<file path="src/rtl/ser4_tx.sv">
// 4:1 transmit serializer: streams 4-beat words, fill words and a bit-slip training sequence onto WIDTH lanes.
// Optional build macro SER4_IDLE_PAT_EN: fill words carry IDLE_PAT on every lane instead of zeros.
module ser4_tx #(
    parameter int          WIDTH       = 2,
    parameter int          TRAIN_WORDS = 16,
    parameter logic [3:0]  TRAIN_PAT   = 4'b0011,
    parameter logic [3:0]  IDLE_PAT    = 4'b0000
) (
    input  logic                 clock,
    input  logic                 reset,
    input  logic                 calib_i,
    input  logic                 valid_i,
    output logic                 ready_o,
    input  logic [4*WIDTH-1:0]   data_i,
    output logic [WIDTH-1:0]     q_o,
    output logic                 frame_o,
    output logic                 train_o,
    output logic                 train_done_o
);
    typedef enum logic [1:0] {IDLE, DATA, TRAIN} state_t;

    // Replicates a 4-bit per-beat pattern across all lanes, bit k on beat k.
    function automatic logic [4*WIDTH-1:0] pat_word(input logic [3:0] p);
        logic [4*WIDTH-1:0] w;
        w = '0;
        for (int k = 0; k < 4; k++) begin
            w[k*WIDTH +: WIDTH] = {WIDTH{p[k]}};
        end
        return w;
    endfunction

    localparam logic [4*WIDTH-1:0] TRAIN_WORD = pat_word(TRAIN_PAT);
`ifdef SER4_IDLE_PAT_EN
    localparam logic [4*WIDTH-1:0] FILL_WORD = pat_word(IDLE_PAT);
`else
    // IDLE_PAT is masked off so the fill word is all zeros in this build.
    localparam logic [4*WIDTH-1:0] FILL_WORD = pat_word(IDLE_PAT & 4'b0000);
`endif

    state_t             state_q, state_d;
    logic [1:0]         beat_q, beat_d;
    logic               pend_q, pend_d;
    logic [7:0]         cnt_q, cnt_d;
    logic [4*WIDTH-1:0] sh_q, sh_d;
    logic [WIDTH-1:0]   q_q, q_d;
    logic               frame_q, train_q;

    logic boundary, train_req, last_train, xfer;

    assign boundary   = (beat_q == 2'd3);
    assign train_req  = pend_q | calib_i;
    assign last_train = (state_q == TRAIN) && (cnt_q == 8'd1);
    // The final training boundary may accept data so the stream continues without a gap.
    assign ready_o    = boundary & ((state_q != TRAIN) | last_train) & ~pend_q & ~calib_i & ~reset;
    assign xfer       = valid_i & ready_o;
    assign train_done_o = boundary & last_train & ~train_req & ~reset;

    always_comb begin
        state_d = state_q;
        cnt_d   = cnt_q;
        pend_d  = pend_q | calib_i;
        beat_d  = beat_q + 2'd1;
        sh_d    = sh_q >> WIDTH;
        if (boundary) begin
            if (train_req) begin
                state_d = TRAIN;
                cnt_d   = 8'(TRAIN_WORDS);
                pend_d  = 1'b0;
                sh_d    = TRAIN_WORD;
            end else if ((state_q == TRAIN) && !last_train) begin
                cnt_d = cnt_q - 8'd1;
                sh_d  = TRAIN_WORD;
            end else if (xfer) begin
                state_d = DATA;
                cnt_d   = 8'd0;
                sh_d    = data_i;
            end else begin
                state_d = IDLE;
                cnt_d   = 8'd0;
                sh_d    = FILL_WORD;
            end
        end
        q_d = sh_d[WIDTH-1:0];
    end

    always_ff @(posedge clock) begin
        if (reset) begin
            state_q <= IDLE;
            beat_q  <= 2'd3;
            pend_q  <= 1'b0;
            cnt_q   <= 8'd0;
            sh_q    <= '0;
            q_q     <= '0;
            frame_q <= 1'b0;
            train_q <= 1'b0;
        end else begin
            state_q <= state_d;
            beat_q  <= beat_d;
            pend_q  <= pend_d;
            cnt_q   <= cnt_d;
            sh_q    <= sh_d;
            q_q     <= q_d;
            frame_q <= boundary;
            train_q <= (state_d == TRAIN);
        end
    end

    assign q_o     = q_q;
    assign frame_o = frame_q;
    assign train_o = train_q;
endmodule
</file>
<file path="config.mk">
export PLATFORM = sky130hd
export DESIGN_NAME = ser4_tx
export DESIGN_NICKNAME = d
export VERILOG_FILES = /design/src/rtl/ser4_tx.sv
export SDC_FILE = /design/constraint.sdc
export NUM_CORES = 1
export LEC_CHECK = 0
export CORE_UTILIZATION = 45
export CTS_CLUSTER_DIAMETER = 60
export DETAILED_ROUTE_END_ITERATION = 10
export PLACE_DENSITY = 0.77
export SLEW_MARGIN = 25
export SYNTH_ARGS = -nofsm -noshare
export SYNTH_HDL_FRONTEND = slang
export SYNTH_SLANG_ARGS = --single-unit
</file>
<file path="constraint.sdc">
create_clock -name clock -period 1.6 [get_ports clock]
set_input_delay 0.16 -clock clock [delete_from_list [all_inputs] [get_ports clock]]
set_output_delay 0.16 -clock clock [all_outputs]
set_load 0.05 [all_outputs]
</file>
---- After elaboration in Yosys (flattened, before gate mapping) ----
Cells that the tools add are included.
operators by class
  reduce and logical (&&, ||, !) cells .... 5
  muxes and demuxes ....................... 10
  equal/unequal tests ..................... 5
  add/subtract/negate cells ............... 2
  bitwise operators ....................... 16
operator list
  operator                                                               number
  6-bit 2-to-1 mux                                                       4
  8-bit 2-to-1 mux                                                       2
  1-bit bitwise AND                                                      8
  8-bit by 1-bit equality test with 1-bit output, second input constant  1
  8-bit by 1-bit subtractor with 8-bit output, second input constant     1
  2-bit equality test, second input constant                             3
  2-bit 2-to-1 mux                                                       3
  1-bit inverter                                                         6
  5-bit OR reduction                                                     1
  2-bit by 1-bit adder with 2-bit output, second input constant          1
  1-bit logical AND                                                      2
  2-bit != test, second input constant                                   1
  1-bit OR                                                               2
  2-bit OR reduction                                                     1
  1-bit zero test                                                        1
  1-bit 2-to-1 mux                                                       1
storage, ports and cells
  flip-flop bits (word level) ............. 25
  input port bits ......................... 12

---- Depth between registers and ports, before layout ----
  word-level depth ........................ 13
  mapped depth ............................ 6
  gate-level depth less buffers ........... 6

---- Worst setup path after synthesis ----
Ideal clock, no wire load.
  path kind ............................... reg-to-output
  from .................................... register beat_q[0]
  to ...................................... output train_done_o
  path buffers ............................ 0
  slack ................................... -0.611 ns
  data required time ...................... 1.440 ns
  cell stages (with the launch flop) ...... 4
  arrival time ............................ 2.051 ns
  cell sequence ........................... dfxtp_1 -> ha_1 -> or4b_4 -> nor3_1
between the ends
  longest elaborated chain between the ends .. 4
ends and longest elaborated chain
  item                            RTL line  RTL
  start: declaration              41        logic [1:0] beat_q, beat_d;
  start signal: assignment        98        beat_q <= beat_d;
  2-bit equality test             50        assign boundary = (beat_q == 2'd3);
  named net boundary              48        logic boundary, train_req, last_train, xfer;
  1-bit bitwise AND (3 in a row)  56        assign train_done_o = boundary & last_train & ~train_req & ~reset;
  end: declaration                18        output logic train_done_o
The timed path passes the listed nets, and every way through them passes these cells.

---- Final worst setup path ----
Same ends and word-level chain as after synthesis.

==> metrics.yaml <==
holdWs_ps: 377
slew_viol_final: 0
grt_usage_pct: 19.1
dp_slack_ps: -232
syn_to_final_growth_pct: 50.1
placed_area_sq_mm: 0.00129
worst_pin_slew_ps: 481
worstPathArrival_ps: 1710
numCtsBuffers: 3
first_global_vias: 775
setup-tns-final_ps: -2800
clock_skew_ps: 12.6
vias: 883
max_freq_mhz: 536
cp-end-kind: "primary output"
ios: 18
drt-pass1-iter-count: 4
clockRootBuffer: "clkbuf_4"
post-route-min-period_ps: 1870
worstPathMaxFanout: 4
layout.cells.non_filler: 171
vias_per_cell: 5.16
seq_area_frac_synth_pct: 47.1
postCtsHoldBufs: 0
max_cap_violations: 0
p_leak_nw: 0.609
p_per_area_mw_per_mm2: 929
insertion_delay_ps: 320
dp_hpwl_mm: 1.45
syn-cell-area_sq_um: 977
ys_ff_latch: 23
finalPower_mw: 1.36
htree_levels: 1
rsz0062_at_grt: "yes"
ys_types: 33
cp.required_ps: 1440
maxSlewHeadroom_pct: 68.0
setup_violations: 18
final-hold-violation-count: 0
first_iter_violations: 18
min_path_type: "primary input to flip-flop"
clockBufferDepth: 2
coreArea_sq_mm: 0.00200
dp_cells: 162
grt_overflow_total: 0
die-area_sq_mm: 0.00236
antenna_found_initial: 0
ant_nets: 0
grt_pass1_wl_mm: 3.41
die_w_microns: 48.6
start_kind: "flip-flop"
yosys_warnings: 0
cts_tree: "yes"
diodes: 0
violations: "negative setup slack"
grt_max_degree: 14
period_share_pct: 117
routed_wl_mm: 2.17
routedWlPerCell_microns: 12.7
worstSetupPathType: "flip-flop to primary output"
clkTransAtPathRegs_ps: 130
status: "complete, but fails checks"
peakVddDrop_v: 0.000724
start_util_pct: 48.8
io_buffers: 17
final_core_util_pct: 73.3
final_area_sq_mm: 0.00147
drc: 0
timing.final.ws_setup_ps: -266
place_congestion: 0.791
die_y_microns: 48.6
drive_above_1_share_pct: 39.6
cts.sinks: 23
synth_nets: 123
nets: 160
syn_inst: 108
floorplan.rows: 16
synth.avg_cell_area_sq_um: 9.05
[timing repair]
action | 4_1_cts | 5_1_grt
endpoints found under the setup margin | 19 | 21
gates resized for setup | 26 | 11
buffers inserted | 4 | 2
pin swaps | 3 | 6
[area by class of cell]
type | instances | area [sq um]
flip-flops and latches | 23 | 464
inverters | 4 | 15.0
multi-input cells | 77 | 592
clock inverters | 1 | 5.00
repair buffers | 36 | 334
clock buffers | 3 | 22.5
fillers | 138 | 536
well taps | 27 | 33.8
[worst max-delay path: stages, from the launching register on]
cell and delay, ps:
dfxtp_2 370, ha_4 130, or4b_4 510, nor3_4 200
buf_12 170
[placed cells by master, fill, tap and decap left out, drive strengths merged, types with 3 or more instances in the layout]
cell type      netlist  final
a211oi               4      4
buf                  2     22
clkbuf               2      3
clkdlybuf4s50        0     11
dfxtp               23     23
dlygate4sd2          0      3
ha                   3      3
inv                  4      4
nand2               12     12
nor2                15     15
nor3                 8      8
o21ai                5      5
[metal layers]
metal | vias up | GRT usage [%] | share of wire [%]
li1 | 446 | - | -
met3 | 4 | 2.83 | 3.1
met1 | 413 | 23.5 | 46
met4 | 0 | 8.82 | 1.7
met2 | 20 | 32.6 | 49
met5 | - | 0 | 0
[flip-flops by register name, indices dropped and copies added (netlist names)]
signal and cells:
pend_q 1, sh_q 8, train_o 1, beat_q 2, state_q 2, frame_o 1
cnt_q 8
[kinds of logic after synthesis]
kind of cell	count (synthesis)	synth area share [%]
adder cells (fa/ha/maj)	3	3.84
XOR/XNOR	3	2.69
AND/OR/NAND/NOR	51	27.4
AO/OA/AOI/OAI	19	14.1
multiplexers	1	1.02
flip-flops	23	47.1
buffers and inverters	8	3.84
[Yosys cell counts]
| cell | count | area (sq um) |
|---|---|---|
| o22a_1 | 1 | 8.76 |
| o22ai_1 | 1 | 6.26 |
| xor2_1 | 1 | 8.76 |
| nor3_1 | 8 | 40.0 |
| a21o_1 | 2 | 15.0 |
| clkbuf_1 | 2 | 7.51 |
| o21ai_0 | 4 | 20.0 |
| and2_1 | 2 | 12.5 |
| xnor2_1 | 2 | 17.5 |
| nor2_1 | 15 | 56.3 |
| mux2i_1 | 1 | 10.0 |
| or2_2 | 2 | 12.5 |
| a21oi_1 | 2 | 10.0 |
| a22o_1 | 1 | 8.76 |
| nor3b_1 | 1 | 7.51 |
| buf_4 | 2 | 15.0 |
| nand2_1 | 12 | 45.0 |
| o21ai_1 | 1 | 5.00 |
| a211oi_1 | 4 | 30.0 |
| nand2b_1 | 2 | 12.5 |
| nor2b_1 | 2 | 12.5 |
| a211o_4 | 1 | 17.5 |
| inv_1 | 4 | 15.0 |
| or4b_4 | 1 | 13.8 |
| nor3b_2 | 1 | 12.5 |
| ha_1 | 3 | 37.5 |
| dfxtp_1 | 23 | 460 |
| a32o_1 | 1 | 10.0 |
| or3b_2 | 1 | 8.76 |
| nand3_1 | 2 | 10.0 |
| a31oi_1 | 1 | 6.26 |
| nor4b_2 | 1 | 15.0 |
| nand4b_1 | 1 | 8.76 |
[worst paths after layout]
check                               start      endpoint  slack (ps)  cells past startpoint
worst max-delay path            beat_q[0]  train_done_o        -270                      4
worst min-delay path            data_i[7]       sh_q[7]         380                      2
worst max register to register  beat_q[0]      cnt_q[2]        -220                      6
worst min register to register  beat_q[0]     beat_q[0]         460                      1
[report_power, final]
part / switching (mW) / internal [mW]
clock network: 0.181 / 0.0937
registers: 0.0411 / 0.625
logic: 0.222 / 0.199
total: 0.444 / 0.917
No activity file was read; power rests on OpenSTA's default activity.
